==> src/rtl/pwm_seq_pkg.sv <==
// Shared definitions for the PWM frame sequencer: FSM state encoding,
// default sample width and the signed-to-offset-binary duty conversion.
package pwm_seq_pkg;

    localparam int WIDTH_DEFAULT = 12;

    typedef enum logic [1:0] {
        IDLE  = 2'd0,
        PRIME = 2'd1,
        RUN   = 2'd2
    } state_t;

    // Flipping the sign bit maps two's complement onto 0..2^width-1, so the
    // caller truncates the result back to its own width.
    function automatic logic [31:0] to_offset_binary(input logic [31:0] sample,
                                                     input int unsigned width);
        return sample ^ (32'd1 << (width - 1));
    endfunction

endpackage

==> src/rtl/pwm_compare.sv <==
// Free-running PWM frame counter and duty comparator. The pwm and frame_start
// outputs are registered together, so frame_start marks the pwm bit for cnt=0.
module pwm_compare
    import pwm_seq_pkg::*;
#(
    parameter int WIDTH = WIDTH_DEFAULT
) (
    input  logic             clk,
    input  logic             rst_n,
    input  logic             run,
    input  logic [WIDTH-1:0] duty,
    output logic             pwm,
    output logic [WIDTH-1:0] cnt,
    output logic             frame_start
);

    always_ff @(posedge clk or negedge rst_n) begin
        if (!rst_n) begin
            cnt         <= '0;
            pwm         <= 1'b0;
            frame_start <= 1'b0;
        end else begin
            // Outside RUN the counter parks at zero so a new frame starts cleanly.
            cnt         <= run ? cnt + 1'b1 : '0;
            pwm         <= run & (cnt < duty);
            frame_start <= run & (cnt == '0);
        end
    end

endmodule

==> src/rtl/pwm_frame_sequencer.sv <==
// Double-buffered sample sequencer feeding the PMOD PWM pin; samples swap only
// at frame boundaries. Define UNDERRUN_MUTE_EN to output midscale on underrun.
module pwm_frame_sequencer
    import pwm_seq_pkg::*;
#(
    parameter int WIDTH = WIDTH_DEFAULT
) (
    input  logic             clk,
    input  logic             rst_n,
    input  logic             enable,
    input  logic             s_valid,
    output logic             s_ready,
    input  logic [WIDTH-1:0] s_sample,
    output logic             pwm,
    output logic             frame_start,
    output logic             underrun
);

    localparam logic [WIDTH-1:0] CNT_LAST = '1;

    state_t                  state;
    logic signed [WIDTH-1:0] hold;
    logic signed [WIDTH-1:0] active;
    logic                    hold_full;
    logic [WIDTH-1:0]        cnt;
    logic [WIDTH-1:0]        duty;
    logic                    run;
    logic                    boundary;
    logic                    xfer;

    assign run      = (state == RUN);
    assign s_ready  = (state == PRIME) | (run & ~hold_full);
    assign xfer     = s_valid & s_ready;
    assign boundary = run & (cnt == CNT_LAST);
    assign duty     = WIDTH'(to_offset_binary(32'(active), WIDTH));

    always_ff @(posedge clk or negedge rst_n) begin
        if (!rst_n) begin
            state     <= IDLE;
            hold      <= '0;
            hold_full <= 1'b0;
            active    <= '0;
            underrun  <= 1'b0;
        end else if (!enable) begin
            state     <= IDLE;
            hold_full <= 1'b0;
            underrun  <= 1'b0;
        end else begin
            case (state)
                IDLE: begin
                    state <= PRIME;
                end
                PRIME: begin
                    // First sample bypasses the holding buffer.
                    if (xfer) begin
                        active <= s_sample;
                        state  <= RUN;
                    end
                end
                RUN: begin
                    if (boundary && hold_full) begin
                        active    <= hold;
                        hold_full <= 1'b0;
                    end else begin
                        // A handshake landing on an empty-buffer boundary is kept
                        // for the following frame; the boundary still flags it.
                        if (boundary) begin
                            underrun <= 1'b1;
`ifdef UNDERRUN_MUTE_EN
                            active   <= '0;
`endif
                        end
                        if (xfer) begin
                            hold      <= s_sample;
                            hold_full <= 1'b1;
                        end
                    end
                end
                default: begin
                    state <= IDLE;
                end
            endcase
        end
    end

    pwm_compare #(
        .WIDTH(WIDTH)
    ) u_compare (
        .clk        (clk),
        .rst_n      (rst_n),
        .run        (run),
        .duty       (duty),
        .pwm        (pwm),
        .cnt        (cnt),
        .frame_start(frame_start)
    );

endmodule

==> config.mk <==
export PLATFORM = sky130hd
export DESIGN_NAME = pwm_frame_sequencer
export DESIGN_NICKNAME = d
export VERILOG_FILES = /design/src/rtl/pwm_seq_pkg.sv /design/src/rtl/pwm_compare.sv /design/src/rtl/pwm_frame_sequencer.sv
export SDC_FILE = /design/constraint.sdc
export NUM_CORES = 1
export LEC_CHECK = 0
export BUFFER_PORTS_ARGS = -buffer_cell sky130_fd_sc_hd__buf_2
export CAP_MARGIN = 20
export CORE_MARGIN = 2
export CORE_UTILIZATION = 60
export CTS_CLUSTER_DIAMETER = 120
export DETAILED_ROUTE_END_ITERATION = 10
export PLACE_DENSITY = 0.88
export SLEW_MARGIN = 20
export SYNTH_ARGS = -nofsm -noshare
export SYNTH_HDL_FRONTEND = slang
export SYNTH_SLANG_ARGS = --single-unit
==> constraint.sdc <==
create_clock -name clk -period 4.5 [get_ports clk]
set_input_delay 1.125 -clock clk [delete_from_list [all_inputs] [get_ports clk]]
set_output_delay 1.125 -clock clk [all_outputs]
set_load 0.02 [all_outputs]
; ---- Word level (Yosys, flattened, before mapping)
; Index checks and enable logic that the tools add are counted.
[classes]
n_addsub = 1
magnitude_cmp = 1
n_eq_ne = 11
mux = 15
bitwise = 9
n_reduce_logical = 9
[op_table]
columns = cell, count
row1 = 12-bit two-way mux, 3
row2 = 12-bit case mux with 2 select lines, 1
row3 = 12-bit by 1-bit adder with 12-bit output (second input constant), 1
row4 = 12-bit == test (second input constant), 1
row5 = 12-bit logical NOT, 1
row6 = 12-bit < comparator, 1
row7 = 1-bit two-way mux, 8
row8 = 4-bit AND reduction, 2
row9 = 2-bit by 1-bit != test with 1-bit output (second input constant), 3
row10 = 2-bit != test (second input constant), 3
row11 = 2-bit case mux with 3 select lines, 1
row12 = 1-bit bitwise AND, 5
row13 = 2-bit two-way mux, 2
row14 = 2-bit AND reduction, 2
row15 = 3-bit by 1-bit != test with 1-bit output (second input constant), 1
row16 = 3-bit != test (second input constant), 1
row17 = 1-bit inverter, 3
row18 = 3-bit AND reduction, 1
row19 = 2-bit by 1-bit == test with 1-bit output (second input constant), 1
row20 = 2-bit == test (second input constant), 1
row21 = 2-bit logical NOT, 1
row22 = 2-bit nonzero test, 1
row23 = 1-bit logical AND, 1
row24 = 1-bit OR, 1
[word_totals]
reg_bits = 42
in_bits = 16
output_inout_bits = 4
word_cells = 54

; ---- Depth between registers and ports, before layout
[logic_depth]
word_depth = 8
depth_mapped = 7
depth_no_buf = 6

; ---- Cells and area by module
; Synthesis repeated with hierarchy kept, for this count alone.
[unflattened]
cells_unflattened = 241
area_unflattened_um2 = 2503.7
[by_module_without_submodules]
columns = mod, instances, cells_each, area_each_um2
row1 = pwm_frame_sequencer, 1, 139, 1542.7
row2 = pwm_compare, 1, 102, 960.9

; ---- Worst setup path before layout
; OpenSTA, ideal clock, no wires.
[synth_timing]
path_kind = reg-to-output
start = reg state[0]
end = out s_ready
arrival_time_ns = 1.444
slack_ns = 1.931
path_stages_with_launch = 6
path_buffers = 2
path_cell_list = dfrtp_1 -> inv_1 -> ha_1 -> clkbuf_1 -> buf_1 -> a21o_1
[synth_between]
elab_chain_len = 3
[synth_rtl]
columns = item, line
row1 = start: declaration, pwm_frame_sequencer.sv:21  ; state_t state;
row2 = start signal: assignment, pwm_frame_sequencer.sv:39  ; state <= IDLE;
row3 = start signal: assignment, pwm_frame_sequencer.sv:45  ; state <= IDLE;
row4 = start signal: assignment, pwm_frame_sequencer.sv:51  ; state <= PRIME;
row5 = 2-bit == test, pwm_frame_sequencer.sv:31  ; assign run = (state == RUN);
row6 = 1-bit bitwise AND, pwm_frame_sequencer.sv:32  ; assign s_ready = (state == PRIME) | (run & ~hold_full);
row7 = 1-bit OR (*), pwm_frame_sequencer.sv:32
row8 = end: declaration, pwm_frame_sequencer.sv:12  ; output logic s_ready,
; Every way passes the cells marked *; elsewhere a longest branch is shown, timed or not.

; ---- Worst setup path after layout
; Ends and elaborated chain as after synthesis.

==> flow_metrics.tcl <==
set metrics [dict create \
    syn_nets 265 \
    synth_top_family_by_area "simple AND/OR/NAND/NOR gates" \
    post-route-period-util_pct 61.67 \
    holdPathEnd "hold[10]" \
    die_x_microns 67.51 \
    crit_fanout 40 \
    r2r_cells 5 \
    ant_nets 0 \
    htreeDepth 2 \
    pin_count 20 \
    ys_ff_latch 42 \
    clkTransAtPathRegs_ns 0.09 \
    drive_gt1_share_pct 18.25 \
    initial_core_util_pct 61.38 \
    arrival_ns 1.65 \
    power_density_mw_per_mm2 421.7 \
    yosysTopAreaCellShare_pct 43.43 \
    fp.dieH_microns 67.51 \
    antenna_found_initial 0 \
    drt_iter0_drc 122 \
    worst-slew-pin-transition_ns 0.9319 \
    netlist-cell-type-count 42 \
    worstHoldStart "hold[10]" \
    setup_tns_ns 0 \
    worstPathRequired_ns 3.38 \
    num_vias 1798 \
    p_leak_uw 0.001229 \
    wire_per_inst_microns 15.62 \
    r2r_end "hold[9]" \
    wl_mm 4.716 \
    die-area_sq_mm 0.004557 \
    endpoint_kind "output port" \
    slew_headroom_pct 37.87 \
    synth_warnings 0 \
    syn_area_sq_mm 0.002420 \
    setup_viol 0 \
    netlist.top_cell.by_area "dfrtp_1" \
    synth-adder-area-share_pct 8.273 \
    synth_simple_gate_area_share_pct 21.61 \
    synthMuxAreaShare_pct 12.51 \
    grt_pass1_vias 1757 \
    fmax_mhz 360.4 \
    synth_compound_area_share_pct 6.515 \
    dp_hpwl_mm 3.277 \
    synth_seq_area_share_pct 43.43 \
    hold_depth 1 \
    critical_path_class "flop to output port" \
    synth.area.top_cells "dfrtp_1, ha_1, mux2_4" \
    syn_to_final_growth_pct 9.359 \
    ys.flop_type "dfrtp_1" \
    hold_buffers 0 \
    grt_first_pass_wirelength_mm 8.107 \
    grt_max_degree 43 \
    cap_violations 0 \
    insertion_delay_ns 0.30 \
    grtUsageTotal_pct 23.66 \
    slew_viol_final 0 \
    status "finished, final reports clean" \
    synth_edf_count 0 \
    hold_viol 0 \
    p_total_uw 1116 \
    postSynthAreaPerCell_sq_um 10.39 \
    cts_setup_buffers 0 \
    yosys-top-cells-count "dfrtp_1, nand3_1, inv_1" \
    clock_sinks 42 \
    synthArstFlopShare_pct 100.0 \
    startpoint_type "flop" \
    diodes 0 \
    cts_buffers 5 \
    drt_first_pass_iters 4 \
    clockRootBuffer "clkbuf_8" \
    cts-resized-gates 0 \
    cts_tree "built" \
    r2r_start "u_compare.cnt[0]" \
    layout.nets 283 \
    hold_class "flop to flop" \
    irDropWorstVdd_v 0.0003166 \
    core_area_sq_mm 0.003943 \
    clk_path_buf_depth 2 \
    gp_congestion 0.8254 \
    via_per_inst 5.954 \
    synth-xor-area-share_pct 2.896 \
    rsz0062_at_grt "no" \
    port-buffer-count 19 \
    drc 0 \
    post-route-min-period_ns 2.775 \
    synthCells 233 \
    synth.most_common_cell "dfrtp_1" \
    rows 23 \
    worst_clock_skew_ns 0.01132 \
    r2r_slack_ns 1.86 \
    grt-ovfl-total 0 \
]
==> registers in the layout (all words and copies together), names as in the netlist <==
name,flops
active,12
hold,12
u_compare.cnt,12
state,2
hold_full,1
u_compare.frame_start,1
u_compare.pwm,1
underrun,1
==> power breakdown <==
group | leakage [uW] | switching (uW) | internal, uW | total [uW]
clock network | 0.0000472 | 135 | 123 | 258
registers | 0.000540 | 72.3 | 482 | 554
logic | 0.000642 | 145 | 159 | 304
total | 0.00123 | 352 | 764 | 1120
==> through the flow <==
step,hold slack (ns),worst slack (ns),area [sq um],utilization [%],std cells
6_report,0.5109,1.725,2646,67.12,302
2_1_floorplan,0.4728,1.931,2420,-,233
4_1_cts,0.5116,1.705,2646,67.12,302
3_5_place_dp,0.4867,1.880,2551,64.71,294
5_1_grt,0.5423,1.633,2646,67.12,302
3_3_place_gp,0.4876,1.790,2540,64.42,293
==> cells in the final DEF, fill, tap and decap left out, types with 2 or more instances in the layout <==
| cell type | count |
|---|---|
| or3_1 | 2 |
| nor2b_1 | 12 |
| xor2_1 | 3 |
| nand4_1 | 9 |
| nor2_1 | 16 |
| nand3_1 | 25 |
| mux2i_1 | 13 |
| clkbuf_8 | 6 |
| dfrtp_1 | 42 |
| nand2_1 | 6 |
| mux2_4 | 10 |
| o211ai_1 | 2 |
| nand2b_1 | 2 |
| mux2_2 | 2 |
| o21ai_0 | 5 |
| and2_1 | 2 |
| a21oi_1 | 4 |
| nor4_1 | 3 |
| nor2_2 | 2 |
| xnor2_1 | 5 |
| buf_2 | 19 |
| nand3b_1 | 3 |
| ha_1 | 16 |
| inv_1 | 18 |
| a211o_1 | 2 |
| nor3_1 | 3 |
| o311a_1 | 3 |
==> worst max-delay path, cell delays in order (launching register included) <==
cell     delay (ns)
dfrtp_1        0.40
inv_1          0.10
ha_1           0.18
buf_4          0.35
a21o_1         0.17
buf_2          0.15
==> cells by family after synthesis <==
family / after synthesis
buf+inv: 28
xor+xnor: 8
fa+ha+maj: 16
compound gates: 22
mux: 25
simple gates: 92
flops: 42
==> layout make-up <==
class | instances | area [sq um]
clock buffers | 6 | 82.58
fillers | 315 | 1296
well taps | 50 | 62.56
clock inverters | 2 | 12.51
flip-flops and latches | 42 | 1051
repair buffers | 21 | 113.9
multi-input cells | 163 | 1256
inverters | 18 | 67.56
==> worst max-delay path by stage <==
stage | startpoint | to
4_1_cts | state[0] | s_ready
3_3_place_gp | s_valid | active[2]
6_report | state[0] | s_ready
3_5_place_dp | s_valid | hold[0]
5_1_grt | state[0] | s_ready
2_1_floorplan | state[0] | s_ready
==> metal layers <==
| metal | GRT usage (%) | up-vias | share of wire [%] |
|---|---|---|---|
| met1 | 31.09 | 884 | 46 |
| met3 | 5.167 | 8 | 3.7 |
| met2 | 38.73 | 43 | 49 |
| met5 | 0 | - | 0 |
| li1 | - | 863 | - |
| met4 | 7.908 | 0 | 1.2 |
No activity file was read; power rests on OpenSTA's default activity.
